--- src/rtl/mem_arb_pkg.sv ---
// Shared types for the instruction/data memory arbiter: FSM states and owner encoding.
package mem_arb_pkg;

  typedef enum logic [1:0] {
    IDLE   = 2'd0,
    ACCESS = 2'd1,
    RESP   = 2'd2
  } arb_state_e;

  typedef enum logic {
    OWN_I = 1'b0,
    OWN_D = 1'b1
  } owner_e;

endpackage

--- src/rtl/mem_arb_pick.sv ---
// Combinational request picker. Fixed data priority by default; alternating
// priority on contention when MEM_ARB_ROUND_ROBIN_EN is defined.
module mem_arb_pick
  import mem_arb_pkg::*;
(
  input  logic   i_req,
  input  logic   d_req,
  input  owner_e last_grant,
  output logic   grant_valid,
  output owner_e grant_owner
);

  // Choose the owner of the next transfer from the pending requests
  always_comb begin
    grant_valid = i_req | d_req;
    grant_owner = OWN_I;
`ifdef MEM_ARB_ROUND_ROBIN_EN
    if (i_req && d_req) begin
      if (last_grant == OWN_D) begin
        grant_owner = OWN_I;
      end else begin
        grant_owner = OWN_D;
      end
    end else if (d_req) begin
      grant_owner = OWN_D;
    end else begin
      grant_owner = OWN_I;
    end
`else
    if (d_req) begin
      grant_owner = OWN_D;
    end else begin
      grant_owner = OWN_I;
    end
`endif
  end

`ifndef MEM_ARB_ROUND_ROBIN_EN
  logic unused_last_grant_s;
  assign unused_last_grant_s = 1'(last_grant);
`endif

endmodule

--- src/rtl/mem_arbiter.sv ---
// Shares one single-port fixed-latency memory between fetch and data ports.
// Optional contention policy selected by MEM_ARB_ROUND_ROBIN_EN (see mem_arb_pick).
module mem_arbiter
  import mem_arb_pkg::*;
#(
  parameter int ADDR_W      = 32,
  parameter int DATA_W      = 32,
  parameter int WAIT_CYCLES = 1
) (
  input  logic              clk,
  input  logic              rst,
  input  logic              i_read_en,
  input  logic [ADDR_W-1:0] i_addr,
  output logic [DATA_W-1:0] i_instr_out,
  output logic              i_ready,
  input  logic              d_read_en,
  input  logic              d_write_en,
  input  logic [ADDR_W-1:0] d_addr,
  input  logic [DATA_W-1:0] d_write_data,
  output logic [DATA_W-1:0] d_data_out,
  output logic              d_ready,
  output logic              m_read_en,
  output logic              m_write_en,
  output logic [ADDR_W-1:0] m_addr,
  output logic [DATA_W-1:0] m_write_data,
  input  logic [DATA_W-1:0] m_data_in
);

  localparam int CNT_W = $clog2(WAIT_CYCLES + 1);

  arb_state_e        state_r;
  arb_state_e        next_state_s;
  logic [CNT_W-1:0]  cnt_r;
  owner_e            owner_r;
  owner_e            last_grant_r;
  logic              d_req_s;
  logic              grant_valid_s;
  owner_e            grant_owner_s;

  assign d_req_s = d_read_en | d_write_en;

  mem_arb_pick u_pick (
    .i_req       (i_read_en),
    .d_req       (d_req_s),
    .last_grant  (last_grant_r),
    .grant_valid (grant_valid_s),
    .grant_owner (grant_owner_s)
  );

  // FSM state register
  always_ff @(posedge clk or negedge rst) begin
    if (!rst) begin
      state_r <= IDLE;
    end else begin
      state_r <= next_state_s;
    end
  end

  // Next-state logic; RESP always returns to IDLE so requesters get one edge to update
  always_comb begin
    next_state_s = state_r;
    case (state_r)
      IDLE: begin
        if (grant_valid_s) begin
          next_state_s = ACCESS;
        end else begin
          next_state_s = IDLE;
        end
      end
      ACCESS: begin
        if (cnt_r == CNT_W'(1)) begin
          next_state_s = RESP;
        end else begin
          next_state_s = ACCESS;
        end
      end
      RESP:    next_state_s = IDLE;
      default: next_state_s = IDLE;
    endcase
  end

  // Transfer datapath: latch the grant, drive memory, capture read data and pulse ready
  always_ff @(posedge clk or negedge rst) begin
    if (!rst) begin
      cnt_r        <= '0;
      owner_r      <= OWN_I;
      last_grant_r <= OWN_I;
      m_read_en    <= 1'b0;
      m_write_en   <= 1'b0;
      m_addr       <= '0;
      m_write_data <= '0;
      i_ready      <= 1'b0;
      d_ready      <= 1'b0;
      i_instr_out  <= '0;
      d_data_out   <= '0;
    end else begin
      case (state_r)
        IDLE: begin
          i_ready <= 1'b0;
          d_ready <= 1'b0;
          if (grant_valid_s) begin
            owner_r      <= grant_owner_s;
            last_grant_r <= grant_owner_s;
            cnt_r        <= CNT_W'(WAIT_CYCLES);
            if (grant_owner_s == OWN_D) begin
              // a combined read+write request is served as a write
              m_addr       <= d_addr;
              m_write_data <= d_write_data;
              m_write_en   <= d_write_en;
              m_read_en    <= ~d_write_en;
            end else begin
              m_addr     <= i_addr;
              m_write_en <= 1'b0;
              m_read_en  <= 1'b1;
            end
          end
        end
        ACCESS: begin
          cnt_r <= cnt_r - CNT_W'(1);
          if (cnt_r == CNT_W'(1)) begin
            m_read_en  <= 1'b0;
            m_write_en <= 1'b0;
            if (owner_r == OWN_D) begin
              d_ready <= 1'b1;
              if (m_read_en) begin
                d_data_out <= m_data_in;
              end
            end else begin
              i_ready <= 1'b1;
              if (m_read_en) begin
                i_instr_out <= m_data_in;
              end
            end
          end
        end
        RESP: begin
          i_ready <= 1'b0;
          d_ready <= 1'b0;
        end
        default: begin
          i_ready    <= 1'b0;
          d_ready    <= 1'b0;
          m_read_en  <= 1'b0;
          m_write_en <= 1'b0;
        end
      endcase
    end
  end

endmodule

--- config.mk ---
export PLATFORM = sky130hd
export DESIGN_NAME = mem_arbiter
export DESIGN_NICKNAME = d
export VERILOG_FILES = /design/src/rtl/mem_arb_pkg.sv /design/src/rtl/mem_arb_pick.sv /design/src/rtl/mem_arbiter.sv
export SDC_FILE = /design/constraint.sdc
export NUM_CORES = 1
export LEC_CHECK = 0
export CORE_UTILIZATION = 37
export DETAILED_ROUTE_END_ITERATION = 8
export GPL_TIMING_DRIVEN = 0
export HOLD_SLACK_MARGIN = 0.12
export PLACE_DENSITY = 0.77
export RECOVER_POWER = 100
export SYNTH_ARGS = -nofsm -noshare
export SYNTH_HDL_FRONTEND = slang
export SYNTH_HIERARCHICAL = 1
export SYNTH_SLANG_ARGS = --single-unit
--- constraint.sdc ---
create_clock -name clk -period 1.7 [get_ports clk]
set_input_delay 0.255 -clock clk [delete_from_list [all_inputs] [get_ports clk]]
set_output_delay 0.255 -clock clk [all_outputs]
set_load 0.01 [all_outputs]
==> summary.txt <==
Min path
  • Hold WC Path Type: primary input to async pin

Power and ir drop
  • Clock share of power: 0.218
  • VDD IR max: 0.765 mV
  • Leak: 4.09 nW
  • Sw Share: 0.303
  • Combinational fraction of design power: 0.448
  • Seq pwr share: 0.334
  • Cell area power density: 1900 nW/µm²
  • Tot Pwr: 0.0174 W
  • P_sw: 0.00527 W
  • Internal power consumption: 0.0121 W

Die
  • Die ar.: 15,400 µm²
  • Row count: 44
  • I/O Pins: 265
  • Die Wd: 124 µm
  • Core region area: 14,500 µm²
  • Die Y: 124 µm
  • Starting Density: 0.379

Cells and area
  • Final std cells w/o fill: 861
  • Area occupied by registers: 3400 µm²
  • Layout cells sized above 1: 0.230
  • Footprint of the multi-input gates: 1990 µm²
  • Synth-to-layout area growth: 66.3%
  • Finished Core Util: 0.630
  • Nets@finish: 799
  • Fill cells: 1,118
  • Ant diodes: 0

Drt
  • First-pass detailed-route iteration total: 4
  • Post-DR vias/cell: 4.73
  • DR WL/cell: 16.7 µm
  • Initial drt markers: 119
  • Vias after detailed routing: 4,071
  • Post-DRT Antenna Nets: 0
  • DRC: 0
  • Routed wire length: 14.4 mm

Global routing
  • GRT Total Usage: 0.187
  • Vias in the first global route: 4,232
  • GRT overflow: 0
  • Largest net degree at the start of global routing: 88
  • First-pass GRT wire length: 21.5 mm
  • Antenna violations before repair: 0

STA
  • Endpoints failing hold: 0
  • Clock Skew: 0.00657 ns
  • Endpoints failing setup: 0
  • RSZ-0062 raised after global routing: yes
  • Final min period: 1.67 ns
  • Max-slew violation count: 0
  • Max Clk Rate: 600 MHz
  • Final Cycle Share: 0.981
  • Max-slew headroom: 0.654
  • Least-Margin Pin Slew: 0.519 ns

Clocking
  • CTS tree: yes
  • Total CTS buffers: 17
  • Root buffer cell: clkbuf_16
  • Worst-Skew Late Latency: 0.41 ns
  • H-tree depth: 4
  • Reg clk slew, reported paths: 0.06 ns
  • Clk sinks: 136
  • Clock Tree Buf Depth: 2

Placement
  • Inst Count DP: 829
  • Routability cong.: 0.762
  • Buffers on Ports: 264
  • HPWL Detailed: 10.7 mm

Logic synthesis
  • Synth Flop Type: dfrtp_1
  • Sequential fraction of the synthesis area: 0.618
  • Seq cells post-synth: 136
  • Synth warnings: 6
  • EDFF count, synth: 0
  • Syn Inst Count: 380
  • Yosys cell types: 26
  • Asr flop ratio synth: 1.00
  • Avg Inst Size Synth: 14.5 µm²
  • Mapped Nets: 513
  • Synthesized area: 5510 µm²

Worst setup path
  • CP Class: register to register
  • CP Data Required Time: 1.99 ns
  • Crit path capture type: register
  • Largest fanout on the critical path: 10
  • Crit path DAT: 1.95 ns
  • Slowest CP cell: dfrtp_2
  • CP peak stage delay: 0.45 ns
  • Worst path cell trace: nand2b_4, or3_4, buf_12, mux2_4
  • Startpoint types: register

Run status
  • Run status: finished clean

Job
  • Max Cap Viol: 0
area by class of cell:
type | count | share of cell area
flip-flops and latches | 136 | 0.372
repair buffers | 270 | 0.298
inverters | 3 | 0.00123
multi-input cells | 218 | 0.218
well taps | 184 | 0.0251
clock buffers | 18 | 0.0469
plain buffers | 20 | 0.0195
clock inverters | 12 | 0.0193
Yosys cell counts, types with 2 or more instances:
library cell	n	area, µm²
dfrtp_1	136	3400
mux2_2	64	721
nor2_1	37	139
a21oi_1	36	180
mux2i_1	32	320
mux2_4	30	450
buf_2	12	60.1
clkbuf_1	6	22.5
buf_6	4	45.0
inv_1	3	11.3
mux2_1	2	22.5
nand2_1	2	7.51
nor2b_1	2	12.5
o2bb2ai_1	2	17.5
worst paths after layout:
kind                           startpoint             end  slack [ns]  cells past startpoint
hold reg to reg            i_instr_out[2]  i_instr_out[2]        0.49                      1
max in group asynchronous             rst      state_r[1]        0.56                      3
hold / removal                        rst  d_data_out[13]        0.35                      2
setup / recovery               state_r[1]   d_data_out[8]        0.03                      4
setup reg to reg               state_r[1]   d_data_out[8]        0.03                      4
min in group clk               d_write_en      m_write_en        0.38                      3
per-stage QoR:
| step | hold WS (ns) | setup TNS (ns) | instance area (µm²) | worst slack [ns] |
|---|---|---|---|---|
| CTS | 0.353 | -0.0534 | 9110 | -0.00682 |
| floorplan | -0.0406 | 0 | 5540 | 0.00194 |
| global placement | 0.468 | -693.98 | 8410 | -4.82 |
| detailed placement | 0.221 | -43.43 | 8440 | -0.681 |
| finish | 0.350 | 0 | 9160 | 0.0324 |
| global route | 0.384 | -0.00447 | 9160 | -0.00447 |
critical path, delay by kind of cell (launching register included):
kind,cells,cell delay [ns]
mux,1,0.30
simple gates,2,0.62
flops,1,0.45
buf+inv,1,0.18
layout by cell type (no fill, tap or decap), types with 2 or more instances in the layout:
master / n
a21oi_1: 36
nand2_1: 2
inv_1: 3
buf_4: 7
clkbuf_1: 2
clkinvlp_4: 2
clkinv_2: 3
clkbuf_2: 4
bufinv_16: 4
clkdlybuf4s50_1: 260
dfrtp_1: 135
mux2_2: 62
buf_12: 2
o2bb2ai_1: 2
or2_4: 2
clkinv_4: 2
mux2_1: 2
dlymetal6s2s_1: 2
buf_8: 4
nor2_1: 37
mux2i_1: 32
nor2b_1: 2
mux2_4: 32
clkbuf_16: 18
buf_2: 5
per-layer routing:
layer,vias to the layer above,track usage,wire length [µm]
met5,-,0,0
met4,0,0.0744,199
met3,13,0.0710,1400
met2,180,0.325,7300
met1,1988,0.205,5520
li1,1890,-,-
flip-flops by register name (all words and copies together) (netlist names):
register,cells
owner_r,1
d_ready,1
d_data_out,32
m_read_en,1
state_r,2
m_write_data,32
i_instr_out,32
m_write_en,1
i_ready,1
m_addr,32
cnt_r,1
power groups by stage:
stage / registers (W) / logic, W / clock network, W
after floorplan: 0.00650 / 0.00267 / 0
after global placement: 0.00575 / 0.00750 / 0
after detailed placement: 0.00585 / 0.00767 / 0
after CTS: 0.00583 / 0.00779 / 0.00387
after global routing: 0.00604 / 0.00834 / 0.00403
final: 0.00582 / 0.00779 / 0.00379
repair_timing:
action | CTS | global route
setup buffers | 2 | 1
setup endpoints to repair | 121 | 91
cloned | 0 | 1
endpoints found under the hold margin | 49 | 0
resized for setup | 15 | 10
pin swaps | 1 | 1
hold buffers | 1 | 0
logic make-up after synthesis:
group | after synthesis | synth area share
buf+inv | 26 | 0.0266
flops | 136 | 0.618
mux | 128 | 0.275
compound gates | 42 | 0.0411
simple gates | 48 | 0.0391
No activity file was read; power rests on OpenSTA's default activity.
